### src/rtl/pipe_front_regs_pkg.sv
// pipe_front_regs_pkg
// Shared core constants for the RV32I front-end pipeline registers:
// the NOP encoding, the reset PC default, the control-word width and the
// bit positions inside the decoded control byte. It also holds the packed
// layouts of the IF/ID and ID/EX registers and a PC increment helper.
package pipe_front_regs_pkg;

  // addi x0,x0,0
  localparam logic [31:0] NOP_INSTR_DEFAULT = 32'h0000_0013;
  localparam logic [31:0] RESET_PC_DEFAULT  = 32'h0000_0000;

  // Decoded control byte: {RegWrite, ResultSrc[1:0], MemWrite, Jump, Branch, ALUSrc, spare}
  localparam int CTRL_W            = 8;
  localparam int CTRL_REGWRITE     = 7;
  localparam int CTRL_RESULTSRC_HI = 6;
  localparam int CTRL_RESULTSRC_LO = 5;
  localparam int CTRL_MEMWRITE     = 4;
  localparam int CTRL_JUMP         = 3;
  localparam int CTRL_BRANCH       = 2;
  localparam int CTRL_ALUSRC       = 1;

  typedef struct packed {
    logic [31:0] instr;
    logic [31:0] pc;
    logic [31:0] pc_plus4;
    logic        valid;
  } ifid_t;

  typedef struct packed {
    logic [CTRL_W-1:0] ctrl;
    logic [4:0]        rs1;
    logic [4:0]        rs2;
    logic [4:0]        rd;
    logic [31:0]       pc;
    logic [31:0]       pc_plus4;
    logic              valid;
  } idex_t;

  // Sequential fetch address; wraps naturally at 32 bits.
  function automatic logic [31:0] pc_plus4(input logic [31:0] pc);
    return pc + 32'd4;
  endfunction

endpackage

### src/rtl/pipe_front_regs_if.sv
// pipe_front_regs_if
// Bundles the hazard controls, fetch/decode inputs and the registered
// pipeline outputs of pipe_front_regs.
//   master: the surrounding core (drives hazard controls and D-stage fields)
//   slave : pipe_front_regs (drives PCF, IF/ID, ID/EX and the counters)
interface pipe_front_regs_if #(
  parameter int CNT_W = 16
);
  import pipe_front_regs_pkg::*;

  logic              StallF;
  logic              StallD;
  logic              FlushD;
  logic              FlushE;
  logic              PCSrcE;
  logic [31:0]       PCTargetE;
  logic [31:0]       InstrF;
  logic [4:0]        Rs1D_in;
  logic [4:0]        Rs2D_in;
  logic [4:0]        RdD_in;
  logic [CTRL_W-1:0] CtrlD;

  logic [31:0]       PCF;
  logic [31:0]       InstrD;
  logic [31:0]       PCD;
  logic [31:0]       PCPlus4D;
  logic              ValidD;
  logic [4:0]        Rs1E;
  logic [4:0]        Rs2E;
  logic [4:0]        RdE;
  logic [CTRL_W-1:0] CtrlE;
  logic [31:0]       PCE;
  logic [31:0]       PCPlus4E;
  logic              ValidE;
  logic [CNT_W-1:0]  StallCnt;
  logic [CNT_W-1:0]  FlushCnt;

  modport master (
    output StallF, StallD, FlushD, FlushE, PCSrcE, PCTargetE, InstrF,
           Rs1D_in, Rs2D_in, RdD_in, CtrlD,
    input  PCF, InstrD, PCD, PCPlus4D, ValidD, Rs1E, Rs2E, RdE, CtrlE,
           PCE, PCPlus4E, ValidE, StallCnt, FlushCnt
  );

  modport slave (
    input  StallF, StallD, FlushD, FlushE, PCSrcE, PCTargetE, InstrF,
           Rs1D_in, Rs2D_in, RdD_in, CtrlD,
    output PCF, InstrD, PCD, PCPlus4D, ValidD, Rs1E, Rs2E, RdE, CtrlE,
           PCE, PCPlus4E, ValidE, StallCnt, FlushCnt
  );

endinterface

### src/rtl/pipe_reg_en_clr.sv
// pipe_reg_en_clr
// Parameterized pipeline register with synchronous reset, clear and enable.
// Priority: reset > clear > enable > hold.
//   clk, reset : clock and synchronous active-high reset
//   en, clr    : load enable and synchronous clear
//   d, q       : data in / registered data out
module pipe_reg_en_clr #(
  parameter int             W       = 32,
  parameter logic [W-1:0]   RST_VAL = {W{1'b0}},
  parameter logic [W-1:0]   CLR_VAL = {W{1'b0}}
) (
  input  logic         clk,
  input  logic         reset,
  input  logic         en,
  input  logic         clr,
  input  logic [W-1:0] d,
  output logic [W-1:0] q
);

  // Register update: clear beats enable so a flush always wins over a load.
  always_ff @(posedge clk) begin
    if (reset) begin
      q <= RST_VAL;
    end else if (clr) begin
      q <= CLR_VAL;
    end else if (en) begin
      q <= d;
    end else begin
      q <= q;
    end
  end

endmodule

### src/rtl/pipe_front_regs.sv
// pipe_front_regs
// Front-end pipeline registers of the 5-stage RV32I core: PC, IF/ID and
// ID/EX, with the hazard unit's stall/flush controls applied as register
// enables and clears, plus saturating stall/flush event counters.
//   clk, reset : core clock, synchronous active-high reset
//   bus        : slave side of pipe_front_regs_if (controls, D-stage fields,
//                registered PCF / IF-ID / ID-EX outputs, counters)
// Every output is a register output; ResultSrcE is CtrlE[6:5].
module pipe_front_regs #(
  parameter logic [31:0] RESET_PC  = pipe_front_regs_pkg::RESET_PC_DEFAULT,
  parameter logic [31:0] NOP_INSTR = pipe_front_regs_pkg::NOP_INSTR_DEFAULT,
  parameter int          CNT_W     = 16
) (
  input  logic               clk,
  input  logic               reset,
  pipe_front_regs_if.slave   bus
);
  import pipe_front_regs_pkg::*;

  localparam ifid_t IFID_BUBBLE = '{instr: NOP_INSTR, pc: 32'h0, pc_plus4: 32'h0, valid: 1'b0};
  localparam idex_t IDEX_BUBBLE = '{ctrl: {CTRL_W{1'b0}}, rs1: 5'd0, rs2: 5'd0, rd: 5'd0,
                                    pc: 32'h0, pc_plus4: 32'h0, valid: 1'b0};
  localparam logic [CNT_W-1:0] CNT_ONE = {{(CNT_W-1){1'b0}}, 1'b1};
  localparam logic [CNT_W-1:0] CNT_MAX = {CNT_W{1'b1}};

  logic [31:0]      pc_q;
  logic [31:0]      pc_d;
  logic             pc_en;
  ifid_t            ifid_q;
  ifid_t            ifid_d;
  idex_t            idex_q;
  idex_t            idex_d;
  logic [CNT_W-1:0] stall_cnt;
  logic [CNT_W-1:0] flush_cnt;
  logic             stall_evt;

  // Next-value selection for the PC, IF/ID and ID/EX registers.
  always_comb begin
    pc_d   = pc_q;
    pc_en  = 1'b0;
    ifid_d = ifid_q;
    idex_d = idex_q;

    // A redirect overrides StallF: the stalled instruction is being flushed.
    if (bus.PCSrcE) begin
      pc_d  = bus.PCTargetE;
      pc_en = 1'b1;
    end else begin
      pc_d  = pc_plus4(pc_q);
      pc_en = ~bus.StallF;
    end

    ifid_d = '{instr: bus.InstrF, pc: pc_q, pc_plus4: pc_plus4(pc_q), valid: 1'b1};

    // ID/EX has no enable: StallD always comes with FlushE, so a held
    // decode stage feeds a bubble rather than a duplicate.
    idex_d = '{ctrl: bus.CtrlD, rs1: bus.Rs1D_in, rs2: bus.Rs2D_in, rd: bus.RdD_in,
               pc: ifid_q.pc, pc_plus4: ifid_q.pc_plus4, valid: ifid_q.valid};

    stall_evt = bus.StallF & ~bus.PCSrcE;
  end

  pipe_reg_en_clr #(.W(32), .RST_VAL(RESET_PC), .CLR_VAL(RESET_PC)) u_pc_reg (
    .clk(clk), .reset(reset), .en(pc_en), .clr(1'b0), .d(pc_d), .q(pc_q)
  );

  pipe_reg_en_clr #(.W($bits(ifid_t)), .RST_VAL(IFID_BUBBLE), .CLR_VAL(IFID_BUBBLE)) u_ifid_reg (
    .clk(clk), .reset(reset), .en(~bus.StallD), .clr(bus.FlushD), .d(ifid_d), .q(ifid_q)
  );

  pipe_reg_en_clr #(.W($bits(idex_t)), .RST_VAL(IDEX_BUBBLE), .CLR_VAL(IDEX_BUBBLE)) u_idex_reg (
    .clk(clk), .reset(reset), .en(1'b1), .clr(bus.FlushE), .d(idex_d), .q(idex_q)
  );

  // Saturating hazard event counters for debug readout.
  always_ff @(posedge clk) begin
    if (reset) begin
      stall_cnt <= {CNT_W{1'b0}};
      flush_cnt <= {CNT_W{1'b0}};
    end else begin
      if (stall_evt && (stall_cnt != CNT_MAX)) begin
        stall_cnt <= stall_cnt + CNT_ONE;
      end else begin
        stall_cnt <= stall_cnt;
      end
      if (bus.PCSrcE && (flush_cnt != CNT_MAX)) begin
        flush_cnt <= flush_cnt + CNT_ONE;
      end else begin
        flush_cnt <= flush_cnt;
      end
    end
  end

  assign bus.PCF      = pc_q;
  assign bus.InstrD   = ifid_q.instr;
  assign bus.PCD      = ifid_q.pc;
  assign bus.PCPlus4D = ifid_q.pc_plus4;
  assign bus.ValidD   = ifid_q.valid;
  assign bus.CtrlE    = idex_q.ctrl;
  assign bus.Rs1E     = idex_q.rs1;
  assign bus.Rs2E     = idex_q.rs2;
  assign bus.RdE      = idex_q.rd;
  assign bus.PCE      = idex_q.pc;
  assign bus.PCPlus4E = idex_q.pc_plus4;
  assign bus.ValidE   = idex_q.valid;
  assign bus.StallCnt = stall_cnt;
  assign bus.FlushCnt = flush_cnt;

endmodule

### src/flat_wrapper.sv
// flat-port wrapper written by rule: the top's interface ports become plain ports
module pipe_front_regs_flat import pipe_front_regs_pkg::*;
#(
  parameter logic [31:0] RESET_PC  = pipe_front_regs_pkg::RESET_PC_DEFAULT,
  parameter logic [31:0] NOP_INSTR = pipe_front_regs_pkg::NOP_INSTR_DEFAULT,
  parameter int          CNT_W     = 16
)
  (clk, reset, bus_StallF, bus_StallD, bus_FlushD, bus_FlushE, bus_PCSrcE, bus_PCTargetE, bus_InstrF, bus_Rs1D_in, bus_Rs2D_in, bus_RdD_in, bus_CtrlD, bus_PCF, bus_InstrD, bus_PCD, bus_PCPlus4D, bus_ValidD, bus_Rs1E, bus_Rs2E, bus_RdE, bus_CtrlE, bus_PCE, bus_PCPlus4E, bus_ValidE, bus_StallCnt, bus_FlushCnt);
  pipe_front_regs_if #(.CNT_W(CNT_W)) bus_i ();
  input  logic clk;
  input  logic reset;
  input wire logic [$bits(bus_i.StallF)-1:0] bus_StallF;
  input wire logic [$bits(bus_i.StallD)-1:0] bus_StallD;
  input wire logic [$bits(bus_i.FlushD)-1:0] bus_FlushD;
  input wire logic [$bits(bus_i.FlushE)-1:0] bus_FlushE;
  input wire logic [$bits(bus_i.PCSrcE)-1:0] bus_PCSrcE;
  input wire logic [$bits(bus_i.PCTargetE)-1:0] bus_PCTargetE;
  input wire logic [$bits(bus_i.InstrF)-1:0] bus_InstrF;
  input wire logic [$bits(bus_i.Rs1D_in)-1:0] bus_Rs1D_in;
  input wire logic [$bits(bus_i.Rs2D_in)-1:0] bus_Rs2D_in;
  input wire logic [$bits(bus_i.RdD_in)-1:0] bus_RdD_in;
  input wire logic [$bits(bus_i.CtrlD)-1:0] bus_CtrlD;
  output wire logic [$bits(bus_i.PCF)-1:0] bus_PCF;
  output wire logic [$bits(bus_i.InstrD)-1:0] bus_InstrD;
  output wire logic [$bits(bus_i.PCD)-1:0] bus_PCD;
  output wire logic [$bits(bus_i.PCPlus4D)-1:0] bus_PCPlus4D;
  output wire logic [$bits(bus_i.ValidD)-1:0] bus_ValidD;
  output wire logic [$bits(bus_i.Rs1E)-1:0] bus_Rs1E;
  output wire logic [$bits(bus_i.Rs2E)-1:0] bus_Rs2E;
  output wire logic [$bits(bus_i.RdE)-1:0] bus_RdE;
  output wire logic [$bits(bus_i.CtrlE)-1:0] bus_CtrlE;
  output wire logic [$bits(bus_i.PCE)-1:0] bus_PCE;
  output wire logic [$bits(bus_i.PCPlus4E)-1:0] bus_PCPlus4E;
  output wire logic [$bits(bus_i.ValidE)-1:0] bus_ValidE;
  output wire logic [$bits(bus_i.StallCnt)-1:0] bus_StallCnt;
  output wire logic [$bits(bus_i.FlushCnt)-1:0] bus_FlushCnt;
  assign bus_i.StallF = bus_StallF;
  assign bus_i.StallD = bus_StallD;
  assign bus_i.FlushD = bus_FlushD;
  assign bus_i.FlushE = bus_FlushE;
  assign bus_i.PCSrcE = bus_PCSrcE;
  assign bus_i.PCTargetE = bus_PCTargetE;
  assign bus_i.InstrF = bus_InstrF;
  assign bus_i.Rs1D_in = bus_Rs1D_in;
  assign bus_i.Rs2D_in = bus_Rs2D_in;
  assign bus_i.RdD_in = bus_RdD_in;
  assign bus_i.CtrlD = bus_CtrlD;
  assign bus_PCF = bus_i.PCF;
  assign bus_InstrD = bus_i.InstrD;
  assign bus_PCD = bus_i.PCD;
  assign bus_PCPlus4D = bus_i.PCPlus4D;
  assign bus_ValidD = bus_i.ValidD;
  assign bus_Rs1E = bus_i.Rs1E;
  assign bus_Rs2E = bus_i.Rs2E;
  assign bus_RdE = bus_i.RdE;
  assign bus_CtrlE = bus_i.CtrlE;
  assign bus_PCE = bus_i.PCE;
  assign bus_PCPlus4E = bus_i.PCPlus4E;
  assign bus_ValidE = bus_i.ValidE;
  assign bus_StallCnt = bus_i.StallCnt;
  assign bus_FlushCnt = bus_i.FlushCnt;
  pipe_front_regs #(.RESET_PC(RESET_PC), .NOP_INSTR(NOP_INSTR), .CNT_W(CNT_W)) u_core (.clk(clk), .reset(reset), .bus(bus_i));
endmodule
### config.mk
export PLATFORM = sky130hd
export DESIGN_NAME = pipe_front_regs_flat
export DESIGN_NICKNAME = d
export VERILOG_FILES = /design/src/rtl/pipe_front_regs_pkg.sv /design/src/rtl/pipe_front_regs_if.sv /design/src/rtl/pipe_reg_en_clr.sv /design/src/rtl/pipe_front_regs.sv /design/src/flat_wrapper.sv
export SDC_FILE = /design/constraint.sdc
export NUM_CORES = 1
export LEC_CHECK = 0
export CORE_UTILIZATION = 30
export DETAILED_ROUTE_END_ITERATION = 8
export GPL_TIMING_DRIVEN = 0
export PLACE_DENSITY_LB_ADDON = 0.08
export SLEW_MARGIN = 20
export SYNTH_ARGS = -nofsm -noshare
export SYNTH_HDL_FRONTEND = slang
export SYNTH_SLANG_ARGS = --single-unit
### constraint.sdc
create_clock -name clk -period 2.8 [get_ports clk]
set_input_delay 0.84 -clock clk [delete_from_list [all_inputs] [get_ports clk]]
set_output_delay 0.84 -clock clk [all_outputs]
set_load 0.01 [all_outputs]
* Yosys cells after proc, flatten, opt, wreduce, memory -nomap -nowiden
Cells that the tools add are included.
** Storage, ports and cells
- Register bits :: 249
- Bits in latches :: 0
- RAM bits :: 0
- ROM bits :: 0
- Logic and storage cells :: 19
- Memories :: 0
** Operators by class
- Add/sub/neg operators :: 3
- Multiply operators :: 0
- Divide/modulo/power cells :: 0
- $lt $le $gt $ge :: 0
- Equal/unequal tests :: 2
- Shift operators :: 0
- Multiplexer cells :: 2
- Bitwise logic cells :: 3
- Reduce and logical (&&, ||, !) cells :: 4
** Operator list (count)
- 16-bit by 1-bit adder with 16-bit output, second input constant :: 2
- 32-bit by 3-bit adder with 32-bit output, second input constant :: 1
- 32-bit 2-to-1 mux :: 1
- 16-bit inequality test, second input constant :: 2
- 2-bit OR reduction :: 2
- 1-bit logical AND :: 2
- 1-bit inverter :: 2
- 1-bit AND :: 1
- 1-bit 2-to-1 mux :: 1

* Logic depth before layout (Yosys ltp)
Gate-level depths: netlist of the first run.
- Depth after elaboration :: 3
- Mapped depth :: 7

* Modules after synthesis
Synthesis of the first run repeated with hierarchy kept, for this count alone.
** Unflattened totals
- Cells, all modules :: 1076
- Area, all modules :: 10523.8 µm²
** Modules (own cells, without submodules)
- pipe_reg_en_clr (u_core.u_ifid_reg) :: instances 1, cells an instance 315, area an instance 3487.1 µm², sequential area each 1941.9 µm²
- pipe_reg_en_clr (u_core.u_idex_reg) :: instances 1, cells an instance 285, area an instance 3118.0 µm², sequential area each 1761.7 µm²
- pipe_front_regs :: instances 1, cells an instance 371, area an instance 2762.6 µm², sequential area each 640.6 µm²
- pipe_reg_en_clr (u_core.u_pc_reg) :: instances 1, cells an instance 105, area an instance 1156.1 µm², sequential area each 640.6 µm²

* Worst setup path before layout of the first run
OpenSTA, ideal clock, no wires.
- Path kind :: input-to-reg
- Start :: input bus_StallD
- End :: register u_core.u_ifid_reg.q[53]
- Data arrival time :: 2.103 ns
- Required time :: 2.672 ns
- Setup slack :: 0.569 ns
- Stages :: 5
- Path buffers :: 3
- Cell sequence :: clkbuf_1 -> clkbuf_1 -> buf_1 -> mux2i_1 -> nor2_1
** RTL lines
- start: declaration :: line flat_wrapper.sv:13 : input wire logic [$bits(bus_i.StallD)-1:0] bus_StallD;
- end signal: assignment :: line pipe_reg_en_clr.sv:29 : q <= q;
- end: declaration :: line pipe_reg_en_clr.sv:17 : output logic [W-1:0] q

* Worst setup path in the final report of the first run
- Start :: register u_core.u_pc_reg.q[31]
- End :: output bus_PCF[31]
** RTL lines
- start: declaration :: line pipe_reg_en_clr.sv:17
- start signal: assignment :: line pipe_reg_en_clr.sv:29
- end: declaration :: line flat_wrapper.sv:23 : output wire logic [$bits(bus_i.PCF)-1:0] bus_PCF;
No word-level cell between the ends.

==> results of run 1 <==
registers in the layout, indices dropped and copies added (netlist names):
signal,count
u_core.u_ifid_reg.q,95
u_core.u_idex_reg.q,86
u_core.u_pc_reg.q,32
u_core.bus.FlushCnt,16
u_core.bus.StallCnt,16
report_power, final:
part / internal [mW] / switching, mW / leakage (nW)
Combinational: 0.452 / 0.405 / 2.86
Clock: 2.02 / 1.46 / 0.415
Sequential: 3.59 / 0.0912 / 1.99
Yosys cell counts (5+ instances only):
master,n
a21oi_1,56
nand2_1,49
a211oi_1,11
nand3_1,24
a311oi_1,12
a31oi_1,8
clkbuf_1,56
nor2_1,107
inv_1,17
o21ai_0,42
a2111oi_0,6
buf_1,11
buf_2,8
xor2_1,9
dfxtp_1,245
o21a_1,5
buf_4,36
nand4_1,23
nor2b_1,11
mux2i_1,64
o31ai_1,17
or4_1,21
nor4_1,15
nor3_1,14
and2_1,86
or3_1,16
and4_1,11
xnor2_1,15
nand2b_1,6
timing repair:
action | 4_1_cts | 5_1_grt
setup endpoints to repair | 0 | 23
setup buffers | 0 | 0
resized for setup | 0 | 7
how the worst max path moves through the flow:
stage                         endpoint  slack [ps]  depth (start not counted)
2_1_floorplan  u_core.u_ifid_reg.q[53]         570                          5
3_3_place_gp   u_core.u_ifid_reg.q[88]        -480                          6
3_5_place_dp      u_core.u_pc_reg.q[3]        -480                          7
4_1_cts        u_core.u_ifid_reg.q[24]          80                          6
5_1_grt        u_core.u_ifid_reg.q[24]           7                          6
6_report                   bus_PCF[31]         170                          2
through the flow:
step	power, mW	area (µm²)	worst slack, ps	TNS [ps]
after global routing	8.36	14700	6.84	0
after CTS	8.13	14600	77.2	0
final	8.02	14700	167	0
after floorplan	4.13	9840	569	0
after detailed placement	4.62	13800	-475	-35090
after global placement	4.62	13800	-484	-32840
cell type report:
cell class,instances,area (µm²)
Tap cell,435,544
Buffer,112,571
Multi-Input combinational cell,680,4320
Timing Repair Buffer,339,3390
Fill cell,3147,17200
Clock inverter,3,21.3
Clock buffer,45,836
Sequential cell,245,4900
Antenna cell,1,2.50
Inverter,17,63.8
kinds of logic after synthesis:
logic type,Yosys count,synth area share
AND/OR/NAND/NOR,403,0.222
AO/OA/AOI/OAI,182,0.120
multiplexers,68,0.0697
flip-flops,245,0.499
buffers and inverters,129,0.0641
adder cells (fa/ha/maj),3,0.00382
XOR/XNOR,24,0.0214
routing by layer:
layer,wire length [µm],GRT usage
met4,819,0.0613
met3,2800,0.0586
met5,25,0
met1,14500,0.247
met2,15700,0.322
worst max-delay path, cell delays in order (launching register included):
cell and delay (ps):
dfxtp_1 530, buf_4 170, clkdlybuf4s50_1 540
==> flow_summary.toml, run 1 <==
[setup_path]
r2r_start = "u_core.u_pc_reg.q[8]"
cp.arrival_ps = 1790
critPathMaxFanout = 7
end_kind = "primary output"
r2r_end = "u_core.u_ifid_reg.q[24]"
reg2reg_depth = 6
worstSetupStartpoint = "u_core.u_pc_reg.q[31]"
path_class = "flip-flop to primary output"
required_ps = 1960
reg2reg_setup_slack_ps = 240
cp-start-kind = "flip-flop"

[sta]
worst_pin_slew_ps = 1050
slew_viol_final = 0
setup-violations-final = 0
fin_crit_sh = 0.940
skew_ps = 15.8
min_period_ps = 2630
max_freq_mhz = 380
finalHoldViolCount = 0
timing.hold.ws_ps = 471
max-slew-margin-rel = 0.300
rsz0062_at_grt = "false"

[yosys]
ys.warnings.count = 0
synth_area_leader_cell = "dfxtp_1"
async_flop_share = 0
synth_edf_count = 0
ys.flop_type = "dfxtp_1"
synth_nets = 1151
ys_types = 53
synth.avg_cell_area_um2 = 9.33
synthTopCellsByArea = "dfxtp_1 (50%), mux2i_1 (6.5%), and2_1 (5.5%)"
synth_top_area_share = 0.499
seq_area_frac_synth = 0.499
postSynthCellCount = 1054
ys_seq_elements = 245
netlist_area_um2 = 9840

[power]
ir_drop_mv = 0.418
p_leak_nw = 5.27
p_per_area_nw_per_um2 = 547

[die]
design.core.area_um2 = 31900
ios = 343
die_w_um = 183
rows = 65
start_util = 0.309
die_h_um = 183
dieArea_um2 = 33500

[routing]
drtPass1Iterations = 5
vias = 8973
wl_per_cell_um = 18.0
first_iter_violations = 382
route.detailed.drc = 0
ant_nets = 0
via_per_inst = 4.78
drt_wl_total_mm = 33.9

[run]
maxCapViolCount = 0

[finish]
final_cells = 1877
layout.nets = 1521
drive_gt1_frac = 0.0680
final_common_cell = "clkdlybuf4s50_1"
area_delta_synth_final_pct = 49.0
final_cell_mix = "clkdlybuf4s50_1 (339), dfxtp_1 (245), nor2_1 (107)"
fin_util = 0.460

[clocking]
cts_tree = "built"
clkLatencyLatePin_ps = 550
ctsLongestPathBuffers = 3
clock_sinks = 245
clk_pin_slew_ps = 60
cts_root_buffer = "clkbuf_16"
htree_levels = 1
hold_buffers = 0
numCtsBuffers = 29

[worst_hold_path]
min_to = "u_core.u_idex_reg.q[26]"
hold_start = "u_core.u_ifid_reg.q[26]"
hold_depth = 2
hp-class = "flip-flop to flip-flop"

[status]
status = "completed"

[global_routing]
antenna_found_initial = 4
overflow = 0
gr-usage-all-layers = 0.197
grt_pass1_wl_mm = 51.1
grt_pass1_vias = 8573
grt_max_degree = 15

[place]
portBuffers = 339
post-dp-hpwl_mm = 25.4
dp_cells = 1828
gp_congestion = 0.871
No activity file was read; power rests on OpenSTA's default activity.
==> inputs of run 2 (changes only) <==
--- a/config.mk
+++ b/config.mk
@@ -6,6 +6,7 @@
 export NUM_CORES = 1
 export LEC_CHECK = 0
 export CORE_UTILIZATION = 30
+export CTS_CLUSTER_DIAMETER = 80
 export DETAILED_ROUTE_END_ITERATION = 8
 export GPL_TIMING_DRIVEN = 0
 export PLACE_DENSITY_LB_ADDON = 0.08
==> constraint.sdc (replaced) <==
create_clock -name clk -period 2.2 [get_ports clk]
set_input_delay 0.66 -clock clk [delete_from_list [all_inputs] [get_ports clk]]
set_output_delay 0.66 -clock clk [all_outputs]
set_load 0.01 [all_outputs]
==> flow_summary.toml, run 2 (same netlist as run 1, synthesis figures left out) <==
[status]
status = "completed"

[clocking]
htree_levels = 1
hold_buffers = 0
clk_pin_slew_ps = 60
cts_root_buffer = "clkbuf_16"
clkLatencyLatePin_ps = 550
numCtsBuffers = 30
cts_tree = "built"
clock_sinks = 245
ctsLongestPathBuffers = 3

[sta]
max_freq_mhz = 462
timing.setup.tns_ps = 0
fin_crit_sh = 0.984
slew_viol_final = 0
skew_ps = 12.2
setup-violations-final = 0
max-slew-margin-rel = 0.536
worst_pin_slew_ps = 696
min_period_ps = 2170
finalHoldViolCount = 0
timing.final.ws_setup_ps = 34.7
rsz0062_at_grt = "true"

[die]
die_h_um = 183
die_w_um = 183
dieArea_um2 = 33500
ios = 343
rows = 65
design.core.area_um2 = 31900
start_util = 0.309

[power]
sw_frac_of_total = 0.238
ir_drop_mv = 0.550
clkPwrFrac = 0.467
power_mw = 10.8
p_leak_nw = 6.23
p_per_area_nw_per_um2 = 716
p_sw_mw = 2.58
power_frac_seq = 0.432
internal_power_mw = 8.26
pwr-share-comb = 0.101

[setup_path]
cp_num_buf_inv = 2
path_delay_family = "buffers and inverters"
critPathMaxFanout = 2
r2r_start = "u_core.u_pc_reg.q[11]"
worstSetupStartpoint = "u_core.u_idex_reg.q[34]"
path_class = "flip-flop to primary output"
slowest_delay_ps = 520
crit_slowest_cell = "clkdlybuf4s50_1"
cp-start-kind = "flip-flop"
end_kind = "primary output"
required_ps = 1540
cp.arrival_ps = 1510
cp_cell_sequence = "buf_4, clkdlybuf4s50_1"

[global_routing]
overflow = 0
grt_pass1_vias = 8736
grt_pass1_wl_mm = 51.8
gr-usage-all-layers = 0.199
antenna_found_initial = 4
grt_max_degree = 15

[finish]
drive_gt1_frac = 0.123
regMostFlops = "u_core.u_ifid_reg.q"
reg.largest.list = "u_core.u_ifid_reg.q x95, u_core.u_idex_reg.q x86, u_core.u_pc_reg.q x32"
fillers = 3135
area_delta_synth_final_pct = 54.0
largest_reg_flops = 95
final_cell_mix = "clkdlybuf4s50_1 (271), dfxtp_1 (206), nor2_1 (106)"
layout.nets = 1529
final_common_cell = "clkdlybuf4s50_1"

[routing]
via_per_inst = 4.82
route.detailed.drc = 0
ant_nets = 0
drtPass1Iterations = 4
vias = 9105
first_iter_violations = 417
drt_wl_total_mm = 34.6
wl_per_cell_um = 18.3

[place]
pre_cts_slack_ps = -895
post-dp-hpwl_mm = 25.4
portBuffers = 339
gp_congestion = 0.871

[run]
maxCapViolCount = 0

[worst_hold_path]
hp-class = "flip-flop to flip-flop"
hold_start = "u_core.u_ifid_reg.q[26]"
## run 2: cell types whose count changed in the layout (fill, tap and decap cells not counted), sizes merged
cell	previous run	this run
buf	54	66
bufinv	0	2
clkbuf	103	101
clkdlybuf4s50	339	271
clkinv	1	2
clkinvlp	1	0
dlygate4sd2	0	39
dlymetal6s2s	0	29
## run 2: timing repair
| item | in CTS | in global routing |
|---|---|---|
| setup buffers | 8 | 1 |
| pin swaps | 2 | 5 |
| endpoints found under the setup margin | 166 | 86 |
| resized for setup | 115 | 70 |
## run 2: power groups by stage
stage	clock (mW)	combinational, mW	sequential [mW]
2_1_floorplan	0	0.470	4.78
3_3_place_gp	0	1.10	4.78
3_5_place_dp	0	1.10	4.78
4_1_cts	5.20	1.10	4.68
5_1_grt	5.36	1.19	4.69
6_report	5.06	1.10	4.68
## run 2: tightest hold or removal path, cell delays in order, from the launching register on
cell	delay, ps
dfxtp_1	310
inv_1	70
nor3_1	50
## run 2: worst paths after layout
check / depth (start not counted) / endpoint / slack (ps)
worst max register to register: 6 / u_core.u_pc_reg.q[28] / 90
worst min register to register: 2 / u_core.u_idex_reg.q[26] / 480
worst max-delay path: 2 / bus_PCPlus4E[1] / 30
worst min-delay path: 2 / u_core.u_idex_reg.q[26] / 480
## run 2: metal layers
layer,track usage,wire length (µm),part of all wire,vias up
li1,-,-,-,4471
met1,0.248,14800,0.43,4276
met2,0.328,16000,0.46,292
met3,0.0574,2690,0.078,62
met4,0.0640,1090,0.032,4
met5,0,25,0.00072,-
## run 2: per-stage QoR
stage	hold slack, ps	util	instances	instance area (µm²)
final	476	0.475	1889	15200
after detailed placement	463	0.432	1828	13800
after floorplan	476	-	1054	9840
after global placement	460	0.432	1828	13800
after CTS	475	0.470	1888	15000
after global routing	497	0.475	1888	15100
## run 2: final cells by class
| type | instances | area, µm² | area share |
|---|---|---|---|
| repair buffers | 348 | 3510 | 0.232 |
| inverters | 17 | 63.8 | 0.00421 |
| diodes | 1 | 2.50 | 0.000165 |
| clock inverters | 5 | 82.6 | 0.00545 |
| clock buffers | 48 | 940 | 0.0620 |
| plain buffers | 110 | 619 | 0.0409 |
| multi-input cells | 680 | 4400 | 0.291 |
| well taps | 435 | 544 | 0.0359 |
| flip-flops and latches | 245 | 4990 | 0.329 |
